**src/rtl/csr_trap_file.sv**
```systemverilog
// Machine-mode CSR file with a two-state trap sequencer (RUN/REDIR).
// Reads are combinational for decode; writes, traps and counters commit on the clock edge.
module csr_trap_file #(
  parameter logic [1:0]  XLEN    = 2'd2,
  parameter int unsigned HART_ID = 0,
  localparam int         W       = 1 << (XLEN + 4)
) (
  input  logic         i_clk,
  input  logic         i_rst_n,
  input  logic [11:0]  i_csr_addr_d,
  output logic [W-1:0] o_csr_d,
  input  logic         i_csr_reg_write_w,
  input  logic [11:0]  i_csr_rd_w,
  input  logic [W-1:0] i_new_csr_w,
  input  logic         i_ecall_e,
  input  logic         i_mret_e,
  input  logic [W-1:0] i_pc_e,
  input  logic         i_ext_irq,
  input  logic         i_retire_w,
  output logic         o_redirect,
  output logic [W-1:0] o_redirect_pc,
  output logic         o_flush
);

  localparam logic [11:0] ADDR_MSTATUS  = 12'h300;
  localparam logic [11:0] ADDR_MIE      = 12'h304;
  localparam logic [11:0] ADDR_MTVEC    = 12'h305;
  localparam logic [11:0] ADDR_MSCRATCH = 12'h340;
  localparam logic [11:0] ADDR_MEPC     = 12'h341;
  localparam logic [11:0] ADDR_MCAUSE   = 12'h342;
  localparam logic [11:0] ADDR_MIP      = 12'h344;
  localparam logic [11:0] ADDR_MCYCLE   = 12'hB00;
  localparam logic [11:0] ADDR_MINSTRET = 12'hB02;
  localparam logic [11:0] ADDR_MHARTID  = 12'hF14;

  localparam logic [W-1:0] ECALL_CAUSE = W'(11);
  localparam logic [W-1:0] IRQ_CAUSE   = {1'b1, (W-1)'(11)};

  typedef enum logic {RUN, REDIR} state_t;

  state_t state, next_state;

  logic         status_mie;
  logic         status_mpie;
  logic         mie_meie;
  logic [W-1:0] mtvec;
  logic [W-1:0] mscratch;
  logic [W-1:0] mepc;
  logic [W-1:0] mcause;
  logic [W-1:0] mcycle;
  logic [W-1:0] minstret;
  logic [W-1:0] redirect_pc;

  logic         irq_take;
  logic         ecall_take;
  logic         mret_take;
  logic         trap_take;
  logic         event_take;

  logic [W-1:0] mstatus_val;
  logic [W-1:0] mie_val;
  logic [W-1:0] mip_val;
  logic [W-1:0] csr_rdata;

  logic wr_mstatus, wr_mie, wr_mtvec, wr_mscratch, wr_mepc, wr_mcause;
  logic wr_mcycle, wr_minstret;

  always_ff @(posedge i_clk or negedge i_rst_n) begin
    if (!i_rst_n) begin
      state <= RUN;
    end else begin
      state <= next_state;
    end
  end

  // Events are only accepted in RUN; the REDIR cycle holds the instruction being flushed.
  always_comb begin
    irq_take   = 1'b0;
    ecall_take = 1'b0;
    mret_take  = 1'b0;
    next_state = RUN;
    if (state == RUN) begin
      irq_take   = status_mie & mie_meie & i_ext_irq;
      ecall_take = i_ecall_e & ~irq_take;
      mret_take  = i_mret_e & ~irq_take & ~i_ecall_e;
      if (irq_take | ecall_take | mret_take) begin
        next_state = REDIR;
      end
    end
  end

  assign trap_take  = irq_take | ecall_take;
  assign event_take = trap_take | mret_take;

  assign o_redirect    = (state == REDIR);
  assign o_flush       = o_redirect;
  assign o_redirect_pc = redirect_pc;

  assign wr_mstatus  = i_csr_reg_write_w && (i_csr_rd_w == ADDR_MSTATUS);
  assign wr_mie      = i_csr_reg_write_w && (i_csr_rd_w == ADDR_MIE);
  assign wr_mtvec    = i_csr_reg_write_w && (i_csr_rd_w == ADDR_MTVEC);
  assign wr_mscratch = i_csr_reg_write_w && (i_csr_rd_w == ADDR_MSCRATCH);
  assign wr_mepc     = i_csr_reg_write_w && (i_csr_rd_w == ADDR_MEPC);
  assign wr_mcause   = i_csr_reg_write_w && (i_csr_rd_w == ADDR_MCAUSE);
  assign wr_mcycle   = i_csr_reg_write_w && (i_csr_rd_w == ADDR_MCYCLE);
  assign wr_minstret = i_csr_reg_write_w && (i_csr_rd_w == ADDR_MINSTRET);

  // Trap-side updates override any same-cycle WB write to the fields they touch.
  always_ff @(posedge i_clk or negedge i_rst_n) begin
    if (!i_rst_n) begin
      status_mie  <= 1'b0;
      status_mpie <= 1'b0;
      mie_meie    <= 1'b0;
      mtvec       <= '0;
      mscratch    <= '0;
      mepc        <= '0;
      mcause      <= '0;
      mcycle      <= '0;
      minstret    <= '0;
      redirect_pc <= '0;
    end else begin
      if (trap_take) begin
        status_mpie <= status_mie;
        status_mie  <= 1'b0;
      end else if (mret_take) begin
        status_mie  <= status_mpie;
        status_mpie <= 1'b1;
      end else if (wr_mstatus) begin
        status_mie  <= i_new_csr_w[3];
        status_mpie <= i_new_csr_w[7];
      end

      if (trap_take) begin
        mepc   <= {i_pc_e[W-1:2], 2'b00};
        mcause <= irq_take ? IRQ_CAUSE : ECALL_CAUSE;
      end else begin
        if (wr_mepc) begin
          mepc <= {i_new_csr_w[W-1:2], 2'b00};
        end
        if (wr_mcause) begin
          mcause <= i_new_csr_w;
        end
      end

      if (wr_mie) begin
        mie_meie <= i_new_csr_w[11];
      end
      if (wr_mtvec) begin
        mtvec <= {i_new_csr_w[W-1:2], 2'b00};
      end
      if (wr_mscratch) begin
        mscratch <= i_new_csr_w;
      end

      mcycle   <= wr_mcycle ? i_new_csr_w : mcycle + 1'b1;
      if (wr_minstret) begin
        minstret <= i_new_csr_w;
      end else if (i_retire_w) begin
        minstret <= minstret + 1'b1;
      end

      // Target uses the pre-edge mtvec/mepc, so this cycle's writes cannot affect it.
      if (event_take) begin
        redirect_pc <= trap_take ? mtvec : mepc;
      end
    end
  end

  always_comb begin
    mstatus_val        = '0;
    mstatus_val[12:11] = 2'b11;
    mstatus_val[7]     = status_mpie;
    mstatus_val[3]     = status_mie;
    mie_val            = '0;
    mie_val[11]        = mie_meie;
    mip_val            = '0;
    mip_val[11]        = i_ext_irq;
  end

  always_comb begin
    csr_rdata = '0;
    case (i_csr_addr_d)
      ADDR_MSTATUS:  csr_rdata = mstatus_val;
      ADDR_MIE:      csr_rdata = mie_val;
      ADDR_MTVEC:    csr_rdata = mtvec;
      ADDR_MSCRATCH: csr_rdata = mscratch;
      ADDR_MEPC:     csr_rdata = mepc;
      ADDR_MCAUSE:   csr_rdata = mcause;
      ADDR_MIP:      csr_rdata = mip_val;
      ADDR_MCYCLE:   csr_rdata = mcycle;
      ADDR_MINSTRET: csr_rdata = minstret;
      ADDR_MHARTID:  csr_rdata = W'(HART_ID);
      default:       csr_rdata = '0;
    endcase
  end

  assign o_csr_d = csr_rdata;

endmodule

```
**config.mk**
```make
export PLATFORM = sky130hd
export DESIGN_NAME = csr_trap_file
export DESIGN_NICKNAME = d
export VERILOG_FILES = /design/src/rtl/csr_trap_file.sv
export SDC_FILE = /design/constraint.sdc
export NUM_CORES = 1
export LEC_CHECK = 0
export CORE_MARGIN = 2
export CORE_UTILIZATION = 45
export DETAILED_ROUTE_END_ITERATION = 8
export GPL_ROUTABILITY_DRIVEN = 1
export PLACE_DENSITY = 0.67
export SLEW_MARGIN = 10
export SYNTH_ARGS = -nofsm -noshare
export SYNTH_HDL_FRONTEND = slang
export SYNTH_SLANG_ARGS = --single-unit
```
**constraint.sdc**
```tcl
create_clock -name i_clk -period 3.7 [get_ports i_clk]
set_input_delay 0.74 -clock i_clk [delete_from_list [all_inputs] [get_ports i_clk]]
set_output_delay 0.74 -clock i_clk [all_outputs]
set_load 0.02 [all_outputs]
```
==> metrics.yaml <==
power_and_ir_drop:
  fin_total_pwr_mw: 12.0
  p_leak_nw: 12.5
  switchingPower_mw: 3.14
  p_clk_share_pct: 42.8
  vdd_drop_max_mv: 0.340
  p_sw_share_pct: 26.1
  intPower_mw: 8.91
  pwr-share-seq_pct: 46.1
  p_per_area_nw_per_um2: 423
  p_comb_share_pct: 11.1
placed_design:
  gp_congestion: 0.877
  dp_slack_ns: -0.489
  dp_hpwl_um: 49200
  io_buffers: 284
synth:
  synth_edf_count: 0
  synthTopCellsByArea: "dfrtp_1 50%, mux2_2 6.7%, a22oi_1 5.9%, nand2_1 4.9%, mux2i_1 3.4%"
  netlist_top_cells_count: "446 x dfrtp_1, 295 x nand2_1, 175 x a22oi_1"
  ys.flop_type: "dfrtp_1"
  yosysWarnings: 0
  synth_top_area_share_pct: 49.9
  synthArstFlopShare_pct: 100
  synthCells: 2292
  ys_seq_area_share_pct: 49.9
  synth-seq-cells: 446
  synth_top_cell_by_area: "dfrtp_1"
  yosysMostFrequentCell: "dfrtp_1"
  syn_area_per_cell_um2: 9.76
  synth_cell_type_count: 50
  syn_area_um2: 22400
timing:
  tightest_slew_ns: 0.773
  finalHoldViolations: 0
  drv_slew: 0
  layout_setup_ws_ns: 0.0658
  fmax_ghz: 0.275
  fin_crit_ns: 3.63
  slew-limit-headroom_pct: 48.5
  worst_clock_skew_ns: 0.0278
  setup_tns_ns: 0
  rsz0062_at_grt: "yes"
  setup_viol: 0
  finalCritPeriodShare_pct: 98.2
detailed_routing:
  drc_errors: 0
  vias_per_cell: 6.05
  drtPass1Iterations: 7
  drt_wl_total_um: 72700
  postRouteAntennaNets: 0
  via_count: 19900
  drt-initial-drc-count: 2280
  wl_per_cell_um: 22.2
worst_setup_path:
  cp.required_ns: 2.96
  r2r_slack_ns: 0.76
  cp-end-kind: "output pin"
  cp_max_fo: 5
  r2r-start: "mcycle[0]$_DFF_PN0_"
  crit_start: "i_csr_addr_d[10]"
  cp.arrival_ns: 2.89
  criticalPathCategory: "input port to output pin"
  start_kind: "input port"
cts:
  cts_hold_buf: 0
  clk_pin_slew_ns: 0.06
  cts-root-buf: "clkbuf_16"
  cts_buffers: 50
  h-tree-depth: 2
  clk_latency_ns: 0.59
  cts_tree: "done"
  cts_buffer_depth: 3
  cts.sinks: 446
global_routing:
  grt_max_degree: 85
  grt.total_usage_pct: 28.1
  antenna_found_initial: 1
  grt_pass1_vias: 19800
  grt_pass1_wl_um: 113000
  overflow: 0
finish:
  register_area_um2: 11200
  nNetsFinal: 2739
  syn_to_final_growth_pct: 27.4
  drive_above_1_share_pct: 16.0
  fillers: 4242
  multiInputGateArea_um2: 10500
floorplan:
  dieArea_um2: 51500
  start_util_pct: 45.6
  die_x_um: 227
  rows: 81
  coreArea_um2: 49100
  die_h_um: 227
  io_pins: 289
status:
  status: "completed"
min_path:
  hp-class: "input port to async pin"
run:
  drv_cap: 0
## cells in the final DEF, fill, tap and decap left out, types with 7 or more instances in the layout
cell type and instances:
buf_12 24, xor2_1 21, a21oi_1 124, nor3_1 24
and2_1 12, clkbuf_16 52, clkdlybuf4s50_1 210, dfrtp_1 446
dlygate4sd2_1 15, clkdlybuf4s15_2 7, inv_1 77, nand3_1 111
nor4_1 42, and3_1 20, xnor2_1 57, or3_1 26
clkbuf_1 10, clkbuf_8 8, a22oi_2 8, nor2_1 126
a22oi_1 167, nand4_1 41, mux2_2 133, mux2i_1 75
clkdlybuf4s15_1 11, o21ai_0 100, buf_6 13, buf_2 7
and4_1 13, nand2_1 292, a222oi_1 71, clkinv_2 12
buf_4 93, or4_1 26, a31oi_1 33, o31ai_1 12
clkbuf_2 14
## power by group through the flow
stage                     logic (mW)  clock network [mW]  registers, mW
after floorplan                0.545                   0           5.62
after global placement          1.31                   0           5.62
after detailed placement        1.34                   0           5.63
after CTS                       1.35                5.23           5.55
after global routing            1.47                5.44           5.59
final                           1.34                5.15           5.56
## per-layer routing
metal / wire [um] / GRT usage (%) / up-vias
met5: 0 / 0 / -
met4: 1880 / 9.36 / 0
met3: 4280 / 3.24 / 133
met2: 36300 / 47.7 / 776
met1: 30200 / 37.4 / 9955
li1: - / - / 9006
## final timing paths
path                                                 end  depth (start not counted)
max in group asynchronous       minstret[40]$_DFFE_PN0P_                          2
hold / removal             o_redirect_pc[63]$_DFFE_PN0P_                          1
setup / recovery                             o_csr_d[38]                         12
hold reg to reg                  mscratch[2]$_DFFE_PN0P_                          1
setup reg to reg                    mcycle[52]$_DFF_PN0_                          6
min in group i_clk               mscratch[2]$_DFFE_PN0P_                          1
## flip-flops by register name, summed over array words and instances, names as in the netlist
register	count
o_flush	1
mtvec	62
mscratch	64
mcycle	64
status_mie	1
o_redirect_pc	62
mcause	64
minstret	64
status_mpie	1
mie_meie	1
mepc	62
## area by class of cell
type                            count  share of cell area (%)
Multi-Input combinational cell   1598                    36.8
Clock inverter                     22                   0.961
Antenna cell                        1                 0.00878
Timing Repair Buffer              405                    14.2
Sequential cell                   446                    39.2
Tap cell                          664                    2.92
Inverter                           77                    1.01
Clock buffer                       69                    5.00
## critical path, stage by stage
cell and delay [ns]:
dlygate4sd2_1 0.24, nand4bb_1 0.19, or3_4 0.40, nor4b_4 0.32
buf_4 0.18, buf_8 0.14, buf_16 0.12, buf_12 0.13
buf_12 0.12, a22oi_2 0.05, nand3_1 0.12, buf_6 0.13
## metrics by stage
| step | instances | util (%) | hold WS [ns] | cell area (um^2) |
|---|---|---|---|---|
| 5_1_grt | 3282 | 58.1 | 0.206 | 28500 |
| 6_report | 3282 | 58.1 | 0.177 | 28500 |
| 2_1_floorplan | 2293 | - | 0.444 | 22400 |
| 3_3_place_gp | 3174 | 54.0 | 0.477 | 26500 |
| 3_5_place_dp | 3174 | 54.0 | 0.486 | 26500 |
| 4_1_cts | 3278 | 58.0 | 0.194 | 28400 |
## cell families after synthesis
kind of cell / count (synthesis) / synth area share, %
AO/OA/AOI/OAI: 520 / 15.6
XOR/XNOR: 78 / 3.05
adder cells (fa/ha/maj): 2 / 0.112
buffers and inverters: 249 / 4.28
flip-flops: 446 / 49.9
multiplexers: 208 / 10.0
other: 1 / 0.0168
AND/OR/NAND/NOR: 788 / 17.0
## what timing repair did
action / 4_1_cts / 5_1_grt
buffers inserted: 10 / 3
cloned: 3 / 1
setup endpoints to repair: 64 / 57
pin swaps: 11 / 7
endpoints found under the hold margin: 0 / 0
resized for setup: 152 / 51
(Power assumes the default switching activity.)
